==> config.mk <==
export PLATFORM = sky130hd
export DESIGN_NAME = ex_muldiv_unit
export DESIGN_NICKNAME = d
export VERILOG_FILES = /design/src/rtl/md_pkg.sv /design/src/rtl/md_div_core.sv /design/src/rtl/ex_muldiv_unit.sv
export SDC_FILE = /design/constraint.sdc
export NUM_CORES = 2
export LEC_CHECK = 0
export CORE_ASPECT_RATIO = 0.75
export CORE_MARGIN = 1
export CORE_UTILIZATION = 30
export CTS_BUF_LIST = sky130_fd_sc_hd__clkbuf_16
export DETAILED_ROUTE_END_ITERATION = 7
export GPL_TIMING_DRIVEN = 0
export MAX_ROUTING_LAYER = met4
export SYNTH_ARGS = -nofsm -noshare
export SYNTH_HDL_FRONTEND = slang
export SYNTH_SLANG_ARGS = --single-unit
export TNS_END_PERCENT = 10
==> constraint.sdc <==
create_clock -name clk -period 6.35 [get_ports clk]
set_input_delay 1.5875 -clock clk [delete_from_list [all_inputs] [get_ports clk]]
set_output_delay 1.5875 -clock clk [all_outputs]
set_load 0.1 [all_outputs]
==> src/rtl/md_pkg.sv <==
// Shared types and constants for the RV32M multiply/divide execute unit.
package md_pkg;

  localparam int XLEN      = 32;
  localparam int DIV_ITERS = 32;

  typedef enum logic [2:0] {
    OP_MUL    = 3'b000,
    OP_MULH   = 3'b001,
    OP_MULHSU = 3'b010,
    OP_MULHU  = 3'b011,
    OP_DIV    = 3'b100,
    OP_DIVU   = 3'b101,
    OP_REM    = 3'b110,
    OP_REMU   = 3'b111
  } md_op_e;

  typedef enum logic [1:0] {
    ST_IDLE = 2'd0,
    ST_MUL  = 2'd1,
    ST_DIV  = 2'd2,
    ST_DONE = 2'd3
  } md_state_e;

endpackage

==> src/rtl/md_div_core.sv <==
// Unsigned restoring radix-2 divider datapath; sequencing comes from load/step strobes.
module md_div_core
  import md_pkg::*;
(
  input  logic            clk,
  input  logic            rst_n,
  input  logic            load,
  input  logic            step,
  input  logic [XLEN-1:0] dividend,
  input  logic [XLEN-1:0] divisor,
  output logic [XLEN-1:0] quo_next,
  output logic [XLEN-1:0] rem_next
);

  logic [XLEN-1:0] rem_q, quo_q, dvs_q;
  logic [XLEN:0]   shifted;
  logic            ge;

  // rem < divisor always holds, so the shifted value needs one extra bit and the
  // difference (when taken) always fits back into XLEN bits.
  always_comb begin
    shifted  = {rem_q, quo_q[XLEN-1]};
    ge       = shifted >= {1'b0, dvs_q};
    rem_next = ge ? (shifted[XLEN-1:0] - dvs_q) : shifted[XLEN-1:0];
    quo_next = {quo_q[XLEN-2:0], ge};
  end

  always_ff @(posedge clk or negedge rst_n) begin
    if (!rst_n) begin
      rem_q <= '0;
      quo_q <= '0;
      dvs_q <= '0;
    end else if (load) begin
      rem_q <= '0;
      quo_q <= dividend;
      dvs_q <= divisor;
    end else if (step) begin
      rem_q <= rem_next;
      quo_q <= quo_next;
    end
  end

endmodule

==> src/rtl/ex_muldiv_unit.sv <==
// RV32M execute-stage unit: single-cycle multiply, 32-step divide, stall request to hazard control.
module ex_muldiv_unit
  import md_pkg::*;
(
  input  logic            clk,
  input  logic            rst_n,
  input  logic            EX_md_en,
  input  logic [2:0]      EX_funct3,
  input  logic [XLEN-1:0] EX_rs1_data,
  input  logic [XLEN-1:0] EX_rs2_data,
  input  logic            flush,
  output logic            md_stall,
  output logic            md_done,
  output logic [XLEN-1:0] md_result
);

  // Handshake: md_stall high means hold the pipeline; md_done pulses for one cycle,
  // with md_stall low, in the cycle md_result carries the new value.

  md_state_e       state_q, state_d;
  md_op_e          op;
  logic [4:0]      cnt_q;
  logic            sel_rem_q, q_neg_q, r_neg_q;
  logic            div_load, div_step, load_res;
  logic [XLEN-1:0] res_d;

  logic                 a_sx, b_sx, signed_div, a_neg, b_neg, div_zero, div_ovf;
  logic [2*XLEN-1:0]    ma, mb, prod;
  logic [XLEN-1:0]      mul_res, abs_a, abs_b, special_res;
  logic [XLEN-1:0]      quo_next, rem_next, q_fix, r_fix, div_res;

  always_comb begin
    op         = md_op_e'(EX_funct3);
    a_sx       = (op == OP_MULH || op == OP_MULHSU) && EX_rs1_data[XLEN-1];
    b_sx       = (op == OP_MULH) && EX_rs2_data[XLEN-1];
    ma         = {{XLEN{a_sx}}, EX_rs1_data};
    mb         = {{XLEN{b_sx}}, EX_rs2_data};
    prod       = ma * mb;
    mul_res    = (op == OP_MUL) ? prod[XLEN-1:0] : prod[2*XLEN-1:XLEN];

    signed_div = !EX_funct3[0];
    a_neg      = signed_div && EX_rs1_data[XLEN-1];
    b_neg      = signed_div && EX_rs2_data[XLEN-1];
    abs_a      = a_neg ? (32'd0 - EX_rs1_data) : EX_rs1_data;
    abs_b      = b_neg ? (32'd0 - EX_rs2_data) : EX_rs2_data;
    div_zero   = (EX_rs2_data == '0);
    div_ovf    = signed_div && (EX_rs1_data == 32'h8000_0000) && (EX_rs2_data == 32'hFFFF_FFFF);
    if (div_zero) special_res = EX_funct3[1] ? EX_rs1_data : 32'hFFFF_FFFF;
    else          special_res = EX_funct3[1] ? 32'h0 : 32'h8000_0000;

    q_fix      = q_neg_q ? (32'd0 - quo_next) : quo_next;
    r_fix      = r_neg_q ? (32'd0 - rem_next) : rem_next;
    div_res    = sel_rem_q ? r_fix : q_fix;
  end

  always_ff @(posedge clk or negedge rst_n) begin
    if (!rst_n) state_q <= ST_IDLE;
    else        state_q <= state_d;
  end

  always_comb begin
    state_d  = state_q;
    div_load = 1'b0;
    div_step = 1'b0;
    load_res = 1'b0;
    res_d    = '0;
    case (state_q)
      ST_IDLE: begin
        if (EX_md_en) begin
          if (!EX_funct3[2]) begin
            load_res = 1'b1;
            res_d    = mul_res;
            state_d  = ST_DONE;
          end else if (div_zero || div_ovf) begin
            load_res = 1'b1;
            res_d    = special_res;
            state_d  = ST_DONE;
          end else begin
            div_load = 1'b1;
            state_d  = ST_DIV;
          end
        end
      end
      ST_MUL:  state_d = ST_DONE;
      ST_DIV: begin
        div_step = 1'b1;
        if (cnt_q == 5'(DIV_ITERS - 1)) begin
          load_res = 1'b1;
          res_d    = div_res;
          state_d  = ST_DONE;
        end
      end
      ST_DONE: state_d = ST_IDLE;
      default: state_d = ST_IDLE;
    endcase
    // A flush abandons whatever is in flight and leaves md_result untouched.
    if (flush) begin
      state_d  = ST_IDLE;
      div_load = 1'b0;
      div_step = 1'b0;
      load_res = 1'b0;
    end
  end

  always_ff @(posedge clk or negedge rst_n) begin
    if (!rst_n) begin
      md_result <= '0;
      cnt_q     <= '0;
      sel_rem_q <= 1'b0;
      q_neg_q   <= 1'b0;
      r_neg_q   <= 1'b0;
    end else begin
      if (div_load) begin
        cnt_q     <= '0;
        sel_rem_q <= EX_funct3[1];
        q_neg_q   <= a_neg ^ b_neg;
        r_neg_q   <= a_neg;
      end else if (div_step) begin
        cnt_q <= cnt_q + 5'd1;
      end
      if (load_res) md_result <= res_d;
    end
  end

  md_div_core u_div (
    .clk      (clk),
    .rst_n    (rst_n),
    .load     (div_load),
    .step     (div_step),
    .dividend (abs_a),
    .divisor  (abs_b),
    .quo_next (quo_next),
    .rem_next (rem_next)
  );

  assign md_stall = (state_q == ST_IDLE && EX_md_en && !flush) ||
                    state_q == ST_MUL || state_q == ST_DIV;
  assign md_done  = (state_q == ST_DONE);

endmodule

==> impl_metrics.ini <==
[clocking]
htree_levels = 4
cts_buffer_depth = 3
clkLatencyLatePin_ns = 0.51
cts_root_buf = sky130_fd_sc_hd__clkbuf_16
tritoncts = built
postCtsHoldBufs = 0
cts_made_buffers = 25
worst_setup_hold_path_clk_slew_ns = 0.05
numClockSinks = 138

[place]
dp_slack_ns = -6.726
gpl.final_weighted_congestion = 1.070
dp_hpwl_um = 187500
postPlaceCellArea_mm2 = 0.05427
port_buffers = 69

[sta]
timing.setup.tns_ns = -90.23
report.final.slew_viol_count = 0
max_freq_mhz = 105.1
hold_viol = 0
final.min_clock_period_ns = 9.518
worst_slack_ns = -3.168
rsz0062_at_grt = yes
slew_margin_rel = 0.2334
finalClockSkew_ns = 0.03092
setup_viol = 33
worstMarginPinSlew_ns = 1.150
finalCritPeriodShare = 1.499

[route]
routed-via-count = 44790
postRouteWirelength_um = 228400
detailedRoute.firstIterationViolations = 6116
drt-wirelength-per-cell_um = 27.36
antenna_violating_nets_post_route = 0
detail_route.drc_violations = 0
route.detailed.vias_per_inst = 5.366
drt_first_pass_iters = 8

[global_route]
global_route_wire_length_before_repair_um = 326200
grt_max_degree = 91
groute.usage.overall = 0.2748
first_global_vias = 45150
antenna_violations_before_repair = 29
grt.overflow.total = 0

[layout]
syn2layout_area_growth_pct = 15.94
finish.instance_area_mm2 = 0.05867
finalNetCount = 7524
multi_input_area_mm2 = 0.04234
layout.core_utilization = 0.3502
seq_area_mm2 = 0.003453
nFillCells = 17330
final_cell_mix = sky130_fd_sc_hd__inv_1, sky130_fd_sc_hd__fa_1, sky130_fd_sc_hd__nand2_1
drive_gt1_frac = 0.1104
layout_commonest_cell = sky130_fd_sc_hd__inv_1

[logic_synthesis]
async_flop_share = 1.000
number_of_flip_flops_and_latches_in_the_synthesized_netlist = 138
number_of_standard_cells_after_synthesis = 5892
synth_fp_nets = 7344
yosys.cell_types.count = 94
number_of_warnings_printed_during_yosys_synthesis = 0
synth-edff-count = 0
ys_seq_area_frac = 0.06825
post_synthesis_cell_type_with_the_largest_combined_area = sky130_fd_sc_hd__fa_1
post_synth.cell_area_avg_um2 = 8.588
synthDominantCellAreaShare = 0.4455
yosys_most_used_dff = sky130_fd_sc_hd__dfrtp_1
syn-cell-area_mm2 = 0.05060
yosys-top-cells-area = sky130_fd_sc_hd__fa_1, sky130_fd_sc_hd__inv_1, sky130_fd_sc_hd__dfrtp_1

[setup_path]
worstPathMaxFanout = 10
critical_path_at_ns = 9.90
crit_path_end_kind = register
cp.required_ns = 6.73
critPathLaunchType = input port
critPathKind = in2reg

[run]
cap_viol_max_count = 0

[floorplan]
fp.dieArea_mm2 = 0.1703
die_width_um = 476.2
placeableCoreArea_mm2 = 0.1675
dieHeight_um = 357.7
floorplan.rows = 130
starting_density = 0.3020
io-pin-count = 105

[min_path]
hold_path.class = reg2reg

[status]
violations_in_the_final_reports = setup timing
status = complete, but fails checks
stage by stage:
| step | cells | hold WS [ns] |
|---|---|---|
| CTS | 8301 | 0.4928 |
| finish | 8348 | 0.4901 |
| global route | 8344 | 0.5129 |
| global placement | 8205 | 0.4682 |
| floorplan | 5892 | 0.4875 |
| detailed placement | 8208 | 0.4808 |
what timing repair did:
item                       4_1_cts  5_1_grt
setup buffers                   73       21
gates cloned                     1        0
gates resized for setup        946      110
pin swaps                       91       54
setup endpoints to repair      130       33
cell usage after synthesis, drive strengths merged (29+ instances only):
cell type  number
o31ai          35
a211oi         55
nand3          50
and2          303
mux2i          57
fa           1126
clkbuf        262
a21oi         197
inv          1256
ha            255
o21ai         184
a31oi          29
xor2           69
xnor2         127
buf           100
a21o           44
nor2          242
nor3           46
o211ai         30
nand2         912
dfrtp         138
final timing paths:
path / slack (ns) / endpoint / depth (start not counted) / startpoint
setup / recovery: -3.17 / md_result[12] / 28 / EX_rs1_data[27]
hold / removal: 0.49 / md_result[6] / 2 / md_result[6]
setup reg to reg: -0.94 / md_result[12] / 19 / u_div.rem_q[2]
hold reg to reg: 0.49 / md_result[6] / 2 / md_result[6]
max in group asynchronous: 4.39 / u_div.rem_q[20] / 2 / rst_n
min in group asynchronous: 1.04 / u_div.quo_q[15] / 1 / rst_n
sequential cells by signal (all words and copies together), names as in the netlist:
signal and cells:
md_result 32, u_div.rem_q 32, u_div.quo_q 32, r_neg_q 1, u_div.dvs_q 32, cnt_q 5, q_neg_q 1, sel_rem_q 1
state_q 2
cells by family (layout without fill, tap and decap cells):
logic type / Yosys count / after routing / share of synthesized area
AND/OR/NAND/NOR: 1754 / 1754 / 0.1607
XOR/XNOR: 196 / 196 / 0.03393
multiplexers: 60 / 60 / 0.01194
buffers and inverters: 1620 / 1804 / 0.1208
adder cells (fa/ha/maj): 1381 / 1381 / 0.5085
flip-flops: 138 / 138 / 0.06825
other: 0 / 28 / 0
AO/OA/AOI/OAI: 743 / 743 / 0.09584
critical path, stage by stage:
cell	delay, ns
sky130_fd_sc_hd__clkbuf_2	0.27
sky130_fd_sc_hd__clkbuf_8	0.29
sky130_fd_sc_hd__and2_1	0.19
sky130_fd_sc_hd__fa_1	0.54
sky130_fd_sc_hd__inv_1	0.10
sky130_fd_sc_hd__fa_1	0.55
sky130_fd_sc_hd__inv_1	0.06
sky130_fd_sc_hd__fa_2	0.50
sky130_fd_sc_hd__fa_1	0.56
sky130_fd_sc_hd__inv_1	0.06
sky130_fd_sc_hd__fa_1	0.50
sky130_fd_sc_hd__fa_1	0.51
sky130_fd_sc_hd__fa_1	0.50
sky130_fd_sc_hd__inv_1	0.05
sky130_fd_sc_hd__fa_2	0.58
sky130_fd_sc_hd__ha_4	0.27
sky130_fd_sc_hd__a211oi_2	0.23
sky130_fd_sc_hd__o21ai_1	0.13
sky130_fd_sc_hd__a221oi_2	0.40
sky130_fd_sc_hd__o221ai_2	0.21
sky130_fd_sc_hd__buf_4	0.19
sky130_fd_sc_hd__a21oi_2	0.19
sky130_fd_sc_hd__o211ai_1	0.12
sky130_fd_sc_hd__a21o_1	0.29
sky130_fd_sc_hd__xor2_2	0.22
sky130_fd_sc_hd__a211oi_1	0.27
sky130_fd_sc_hd__a21oi_1	0.13
sky130_fd_sc_hd__a221o_1	0.38
layer usage:
metal | vias up | routed length, µm | track usage
met2 | 3065 | 88200 | 0.3597
li1 | 18310 | - | -
met1 | 22970 | 96330 | 0.3821
met4 | 0 | 7866 | 0.07935
met3 | 450 | 36030 | 0.1101
met5 | - | 0 | -
cell type report:
type                    instances  area share
multi-input cells            4134      0.7217
inverters                    1258     0.08081
well taps                    2244     0.04786
clock inverters                 6   0.0008744
clock buffers                  25     0.01066
plain buffers                 349     0.05197
flip-flops and latches        138     0.05886
repair buffers                166     0.02602
diodes                         28    0.001194
Power is not shown: default switching activity piles up to over one toggle a cycle in this logic, so the estimate is an artifact.
